## config.mk

```make
export PLATFORM = sky130hd
export DESIGN_NAME = varredura_sonar
export DESIGN_NICKNAME = d
export VERILOG_FILES = /design/src/rtl/varredura_sonar.sv
export SDC_FILE = /design/constraint.sdc
export NUM_CORES = 1
export LEC_CHECK = 0
export BUFFER_PORTS_ARGS = -buffer_cell sky130_fd_sc_hd__buf_4
export CAP_MARGIN = 10
export CORE_ASPECT_RATIO = 1.4
export CORE_UTILIZATION = 35
export DETAILED_ROUTE_END_ITERATION = 12
export MAX_ROUTING_LAYER = met4
export PLACE_DENSITY = 0.59
export SKIP_LAST_GASP = 1
export SLEW_MARGIN = 0
export SYNTH_ARGS = -nofsm -noshare
export SYNTH_HDL_FRONTEND = slang
export SYNTH_SLANG_ARGS = --single-unit
```

## constraint.sdc

```tcl
create_clock -name clock -period 2.77 [get_ports clock]
set_input_delay 0.1385 -clock clock [delete_from_list [all_inputs] [get_ports clock]]
set_output_delay 0.1385 -clock clock [all_outputs]
set_load 0.01 [all_outputs]
```

## src/rtl/varredura_sonar.sv

```systemverilog
// Sweep sequencer: ping-pongs the servo position, fires one HC-SR04 measurement
// per position and reports every sample plus the nearest object of each sweep.
//
// state    | meaning
// INICIAL  | idle, waiting for ligar
// PREPARA  | restart at position 0, direction up, clear running minimum
// ASSENTA  | servo settling (T_ASSENTAR cycles)
// DISPARA  | request one measurement
// ESPERA   | waiting for pronto, bounded by T_TIMEOUT cycles
// REGISTRA | valid sample published, running minimum updated
// TIMEOUT  | timed-out sample published
// PROXIMA  | advance position (turnaround at the ends) or stop
module varredura_sonar #(
  parameter int N_POS      = 8,
  parameter int POS_W      = 3,
  parameter int T_ASSENTAR = 25000000,
  parameter int T_TIMEOUT  = 3000000
) (
  input  logic             clock,
  input  logic             reset,
  input  logic             ligar,
  input  logic             pronto,
  input  logic [11:0]      medida,
  output logic             medir,
  output logic [POS_W-1:0] posicao,
  output logic             dado_valido,
  output logic [POS_W-1:0] dado_posicao,
  output logic [11:0]      dado_medida,
  output logic             dado_erro,
  output logic [11:0]      menor_medida,
  output logic [POS_W-1:0] menor_posicao,
  output logic             fim_varredura,
  output logic [3:0]       db_estado
);

  localparam int T_MAX = (T_ASSENTAR > T_TIMEOUT) ? T_ASSENTAR : T_TIMEOUT;
  localparam int TMR_W = $clog2(T_MAX + 1);

  localparam logic [TMR_W-1:0] TC_ASSENTAR = TMR_W'(T_ASSENTAR - 1);
  localparam logic [TMR_W-1:0] TC_TIMEOUT  = TMR_W'(T_TIMEOUT - 1);
  localparam logic [POS_W-1:0] POS_ULTIMA  = POS_W'(N_POS - 1);
  localparam logic [POS_W-1:0] POS_PENULT  = POS_W'(N_POS - 2);
  localparam logic [11:0]      BCD_MAX     = 12'h999;

  typedef enum logic [2:0] {
    INICIAL  = 3'd0,
    PREPARA  = 3'd1,
    ASSENTA  = 3'd2,
    DISPARA  = 3'd3,
    ESPERA   = 3'd4,
    REGISTRA = 3'd5,
    TIMEOUT  = 3'd6,
    PROXIMA  = 3'd7
  } estado_t;

  estado_t          estado;
  logic [TMR_W-1:0] tmr;
  logic             subindo;
  logic [11:0]      min_medida;
  logic [POS_W-1:0] min_posicao;

  assign db_estado = {1'b0, estado};

  always_ff @(posedge clock or posedge reset) begin
    if (reset) begin
      estado        <= INICIAL;
      tmr           <= '0;
      subindo       <= 1'b1;
      min_medida    <= BCD_MAX;
      min_posicao   <= '0;
      medir         <= 1'b0;
      posicao       <= '0;
      dado_valido   <= 1'b0;
      dado_posicao  <= '0;
      dado_medida   <= '0;
      dado_erro     <= 1'b0;
      menor_medida  <= BCD_MAX;
      menor_posicao <= '0;
      fim_varredura <= 1'b0;
    end else begin
      medir         <= 1'b0;
      dado_valido   <= 1'b0;
      fim_varredura <= 1'b0;
      case (estado)
        INICIAL: begin
          if (ligar) estado <= PREPARA;
        end
        PREPARA: begin
          posicao     <= '0;
          subindo     <= 1'b1;
          min_medida  <= BCD_MAX;
          min_posicao <= '0;
          tmr         <= TC_ASSENTAR;
          estado      <= ASSENTA;
        end
        ASSENTA: begin
          if (tmr == '0) estado <= DISPARA;
          else           tmr    <= tmr - TMR_W'(1);
        end
        DISPARA: begin
          medir  <= 1'b1;
          tmr    <= TC_TIMEOUT;
          estado <= ESPERA;
        end
        // medida is only valid in the pronto cycle, so it is latched here
        ESPERA: begin
          if (pronto) begin
            dado_medida  <= medida;
            dado_posicao <= posicao;
            dado_erro    <= 1'b0;
            dado_valido  <= 1'b1;
            estado       <= REGISTRA;
          end else if (tmr == '0) begin
            dado_medida  <= 12'hFFF;
            dado_posicao <= posicao;
            dado_erro    <= 1'b1;
            dado_valido  <= 1'b1;
            estado       <= TIMEOUT;
          end else begin
            tmr <= tmr - TMR_W'(1);
          end
        end
        REGISTRA: begin
          if (dado_medida < min_medida) begin
            min_medida  <= dado_medida;
            min_posicao <= dado_posicao;
          end
          estado <= PROXIMA;
        end
        TIMEOUT: begin
          estado <= PROXIMA;
        end
        PROXIMA: begin
          if (!ligar) begin
            estado <= INICIAL;
          end else begin
            tmr    <= TC_ASSENTAR;
            estado <= ASSENTA;
            if ((subindo && posicao == POS_ULTIMA) || (!subindo && posicao == '0)) begin
              fim_varredura <= 1'b1;
              menor_medida  <= min_medida;
              menor_posicao <= min_posicao;
              min_medida    <= BCD_MAX;
              min_posicao   <= '0;
              subindo       <= !subindo;
              posicao       <= subindo ? POS_PENULT : POS_W'(1);
            end else begin
              posicao <= subindo ? posicao + POS_W'(1) : posicao - POS_W'(1);
            end
          end
        end
        default: estado <= INICIAL;
      endcase
    end
  end

endmodule

```

==> out/summary.md <==
Headroom to the max-slew limit came out at 47.90%. In this run the deepest clock path goes through 2 buffers. The logs give 0 for the count of final hold-check violations and 47 for the number of cell rows.

The total wire length after detailed routing came out at 11200 um. In this run the number of H-tree levels came out at 3. The clock transition time at the flip-flop clock pins of the worst setup and hold paths came out at 0.06 ns. In the routed design, unresolved DRC markers number 0. The worst reg-to-reg setup slack was 0.35 ns; the share of async-settable or async-resettable flops after synthesis was 100.0%. The count of buffers added on input and output ports is 55. The number of synthesized flops with an enable pin was 0. The root buffer cell chosen for the clock tree is sky130_fd_sc_hd__clkbuf_16. STA classifies the critical path endpoint as a register. For this design the ratio of total power to cell area is 980.6 mW/mm2. Of the cells placed in the final design, the portion with a size suffix greater than 1 is 26.60%. The run gives 9 as the total clock buffers created by CTS.

X dimension of the die: 95.72 um. The final layout contains 525 nets. In this run the worst hold path is classified as input port to register.

The routed design uses 5811 um of met2 wire. The tools report the launching element of the worst setup path as tmr[0]. The run gives 8078 um as the placed wire-length estimate after detailed placement. The tools report the startpoint of the worst hold path as medida[6].

Wire segments on met3 add up to 547 um in the final route. For the number of nets with antenna violations after detailed routing, the log shows 0. The accumulated negative setup slack came out at 0 ns. The count of state elements after synthesis was 81; the count of yosys warnings during synthesis was 0. The minimum clock period was 2.416 ns; the endpoint arrival time on the critical path was 2.69 ns. Setup violations remaining at the end of the flow were counted as 0. The endpoint identified for the worst register-to-register timing path is tmr[20]. The initial antenna violation count came out at 0. The type of the setup path with the least slack was register to register. The mean area per synthesized cell was 10.06 um2. From bottom edge to top edge, the die measures 133.2 um. Gates resized during post-CTS repair numbered 0. The first-pass GRT wire length is 18130 um.

The worst-case reg-to-reg path depth works out to 7. Violation count after the first detailed-routing iteration: 158. For the worst setup path, the data required time is 3.04 ns.

The cell count after synthesis came out at 428. After detailed routing, the average wire length per cell comes to 17.31 um. Detailed routing inserted a total of 3709 vias. TritonCTS built the clock tree.

At the end of routability-driven placement, the weighted congestion stood at 0.9517. The number of pins exceeding their max-slew limit in the final report is 0, and the worst clock skew is 0.008912 ns. Total routed wire length on the met1 layer: 4505 um. The first TritonRoute pass finished after 4 iterations. For this configuration, the core starts out at a cell density of 36.23%. Top routing layer in use: met4. The library cell used most frequently in the layout, excluding fill and tap cells, is sky130_fd_sc_hd__buf_4. Across all setup checks in the final design, the least slack found is 0.3540 ns. The tools report the core outline area as 0.01188 mm2. The source of the worst register-to-register timing path was tmr[0]. Timing would allow up to 413.9 MHz. The leakage power is 2.323 nW. Using the TritonRoute via totals, the vias-per-cell ratio works out to 5.733. IR analysis of the VDD net gives a maximum drop of 0.0003809 V. 0 antenna diodes ended up in the layout.

Number of global-route vias before repair: 3678. After synthesis, flip-flops and latches occupy 47.47% of the total area. The most used flip-flop cell after synthesis is sky130_fd_sc_hd__dfrtp_1.

In the layout the commonest cells are sky130_fd_sc_hd__buf_4 (73), sky130_fd_sc_hd__dfrtp_1 (68), sky130_fd_sc_hd__nand2_1 (35). Dividing the final minimum period by the clock period gives 87.22%. Max-cap violations in this run came to 0.

The mapped cell area was 0.004304 mm2. The tools report the number of sinks handled by clock tree synthesis as 81. The number of instances on the worst hold path is 2.

The logs give 1139 for the number of fill cells and 18.95% for the combined global-route utilization of all metal layers. The kind of start point of the critical path was a register. Entering global routing, the biggest net connects 43 pins.

At the pin with the least slew margin, the transition time is 0.7807 ns. The floorplan step defined a die boundary enclosing 0.01275 mm2. The setup slack after placement came out at 0.4621 ns. 57 I/O pins were placed. The flow ran to the end, and the final reports show no timing, DRC or antenna violations. The area growth from synthesis to layout is 23.55%. When the netlist entered floorplanning its net count stood at 458. At the later pin of the worst-skew pair, clock insertion delay measures 0.34 ns. The most critical setup path has its endpoint at tmr[20]. Setup repair after global routing left no endpoint under its margin. After synthesis, the netlist uses 59 different library cells.

For this run the aggregate overflow at the end of global routing stands at 0. In this run the worst path has a maximum fanout of 6.
critical path: stages, from the launching register on:
cell and delay (ns):
sky130_fd_sc_hd__dfrtp_1 0.41, sky130_fd_sc_hd__inv_1 0.12, sky130_fd_sc_hd__ha_1 0.23, sky130_fd_sc_hd__or3b_2 0.54, sky130_fd_sc_hd__nor3_1 0.55, sky130_fd_sc_hd__nand3_1 0.20
sky130_fd_sc_hd__nand4_1 0.14, sky130_fd_sc_hd__a32o_1 0.17
Yosys cell counts (2+ instances only):
master / n / share of area, %
sky130_fd_sc_hd__a211o_1: 2 / 0.41
sky130_fd_sc_hd__a21o_1: 3 / 0.52
sky130_fd_sc_hd__a21oi_1: 19 / 2.2
sky130_fd_sc_hd__a22o_1: 4 / 0.81
sky130_fd_sc_hd__a311oi_1: 3 / 0.61
sky130_fd_sc_hd__a31o_2: 2 / 0.41
sky130_fd_sc_hd__a31oi_1: 12 / 1.7
sky130_fd_sc_hd__a32o_1: 3 / 0.70
sky130_fd_sc_hd__a41oi_1: 3 / 0.61
sky130_fd_sc_hd__and2_1: 3 / 0.44
sky130_fd_sc_hd__and4_1: 3 / 0.61
sky130_fd_sc_hd__buf_2: 4 / 0.47
sky130_fd_sc_hd__buf_4: 2 / 0.35
sky130_fd_sc_hd__clkbuf_1: 15 / 1.3
sky130_fd_sc_hd__dfrtp_1: 68 / 40
sky130_fd_sc_hd__dfstp_2: 13 / 7.9
sky130_fd_sc_hd__ha_1: 13 / 3.8
sky130_fd_sc_hd__inv_1: 31 / 2.7
sky130_fd_sc_hd__mux2_1: 2 / 0.52
sky130_fd_sc_hd__mux2_2: 20 / 5.2
sky130_fd_sc_hd__mux2i_1: 12 / 2.8
sky130_fd_sc_hd__nand2_1: 35 / 3.1
sky130_fd_sc_hd__nand2b_1: 5 / 0.73
sky130_fd_sc_hd__nand3_1: 13 / 1.5
sky130_fd_sc_hd__nand4_1: 10 / 1.5
sky130_fd_sc_hd__nor2_1: 18 / 1.6
sky130_fd_sc_hd__nor3_1: 17 / 2.0
sky130_fd_sc_hd__nor3b_1: 2 / 0.35
sky130_fd_sc_hd__nor4_1: 11 / 1.6
sky130_fd_sc_hd__nor4_2: 2 / 0.58
sky130_fd_sc_hd__o211ai_1: 2 / 0.35
sky130_fd_sc_hd__o21a_1: 5 / 0.87
sky130_fd_sc_hd__o21ai_0: 13 / 1.5
sky130_fd_sc_hd__o21ai_1: 2 / 0.23
sky130_fd_sc_hd__o22a_1: 10 / 2.0
sky130_fd_sc_hd__o22ai_1: 3 / 0.44
sky130_fd_sc_hd__o31ai_1: 6 / 1.0
sky130_fd_sc_hd__o32ai_1: 2 / 0.41
sky130_fd_sc_hd__or3_1: 3 / 0.44
sky130_fd_sc_hd__or4_1: 13 / 2.3
sequential cells by signal, indices dropped and copies added, names as in the netlist, 12 cells and up:
signal        count
tmr              25
dado_medida      12
menor_medida     12
min_medida       12
cell type report:
cell class	instances	area, um2	share of cell area, %
Timing Repair Buffer	77	598.1	11.25
Inverter	32	121.4	2.282
Tap cell	147	183.9	3.459
Clock buffer	10	229.0	4.306
Clock inverter	6	92.59	1.741
Multi-Input combinational cell	294	2049	38.54
Sequential cell	81	2043	38.42
routing by layer:
layer	global-route usage, %	vias to the layer above
li1	-	1726
met4	9.287	0
met3	3.710	30
met2	31.83	121
met5	-	-
met1	21.08	1832
worst min-delay path by stage:
stage                endpoint  slack, ns
3_3_place_gp   dado_medida[8]       0.31
3_5_place_dp   dado_medida[8]       0.32
5_1_grt        dado_medida[5]      0.003
4_1_cts        dado_medida[8]      0.002
2_1_floorplan       dado_erro       0.22
6_report       dado_medida[6]       0.01
stage by stage:
stage | hold WS (ns) | instance area [um2] | power [W] | instances | utilization (%)
after CTS | 0.001940 | 5308 | 0.005256 | 646 | 44.68
final | 0.01082 | 5318 | 0.005215 | 647 | 44.77
after floorplan | 0.2242 | 4304 | 0.003137 | 428 | -
after global routing | 0.002571 | 5318 | 0.005591 | 647 | 44.77
after global placement | 0.3087 | 4966 | 0.003881 | 628 | 41.81
after detailed placement | 0.3195 | 4966 | 0.003939 | 628 | 41.81
cell families after synthesis:
kind of cell,count (synthesis),synth area share [%]
mux,34,8.547
fa+ha+maj,14,4.244
simple gates,143,18.14
other cells,1,0.08713
buf+inv,53,4.912
flops,81,47.47
xor+xnor,1,0.2035
compound gates,101,16.40
power breakdown:
| part | total, W | internal (W) | switching [W] |
|---|---|---|---|
| clock | 0.00129 | 0.000795 | 0.000497 |
| sequential | 0.00184 | 0.00150 | 0.000337 |
| combinational | 0.00208 | 0.000892 | 0.00119 |
| total | 0.00521 | 0.00319 | 0.00202 |
repair_timing:
action                                  CTS  global route
endpoints found under the hold margin    37             1
hold buffers                              2             1
endpoints found under the setup margin    0             0
buffers inserted                          0             0
No activity file was read; power rests on OpenSTA's default activity.
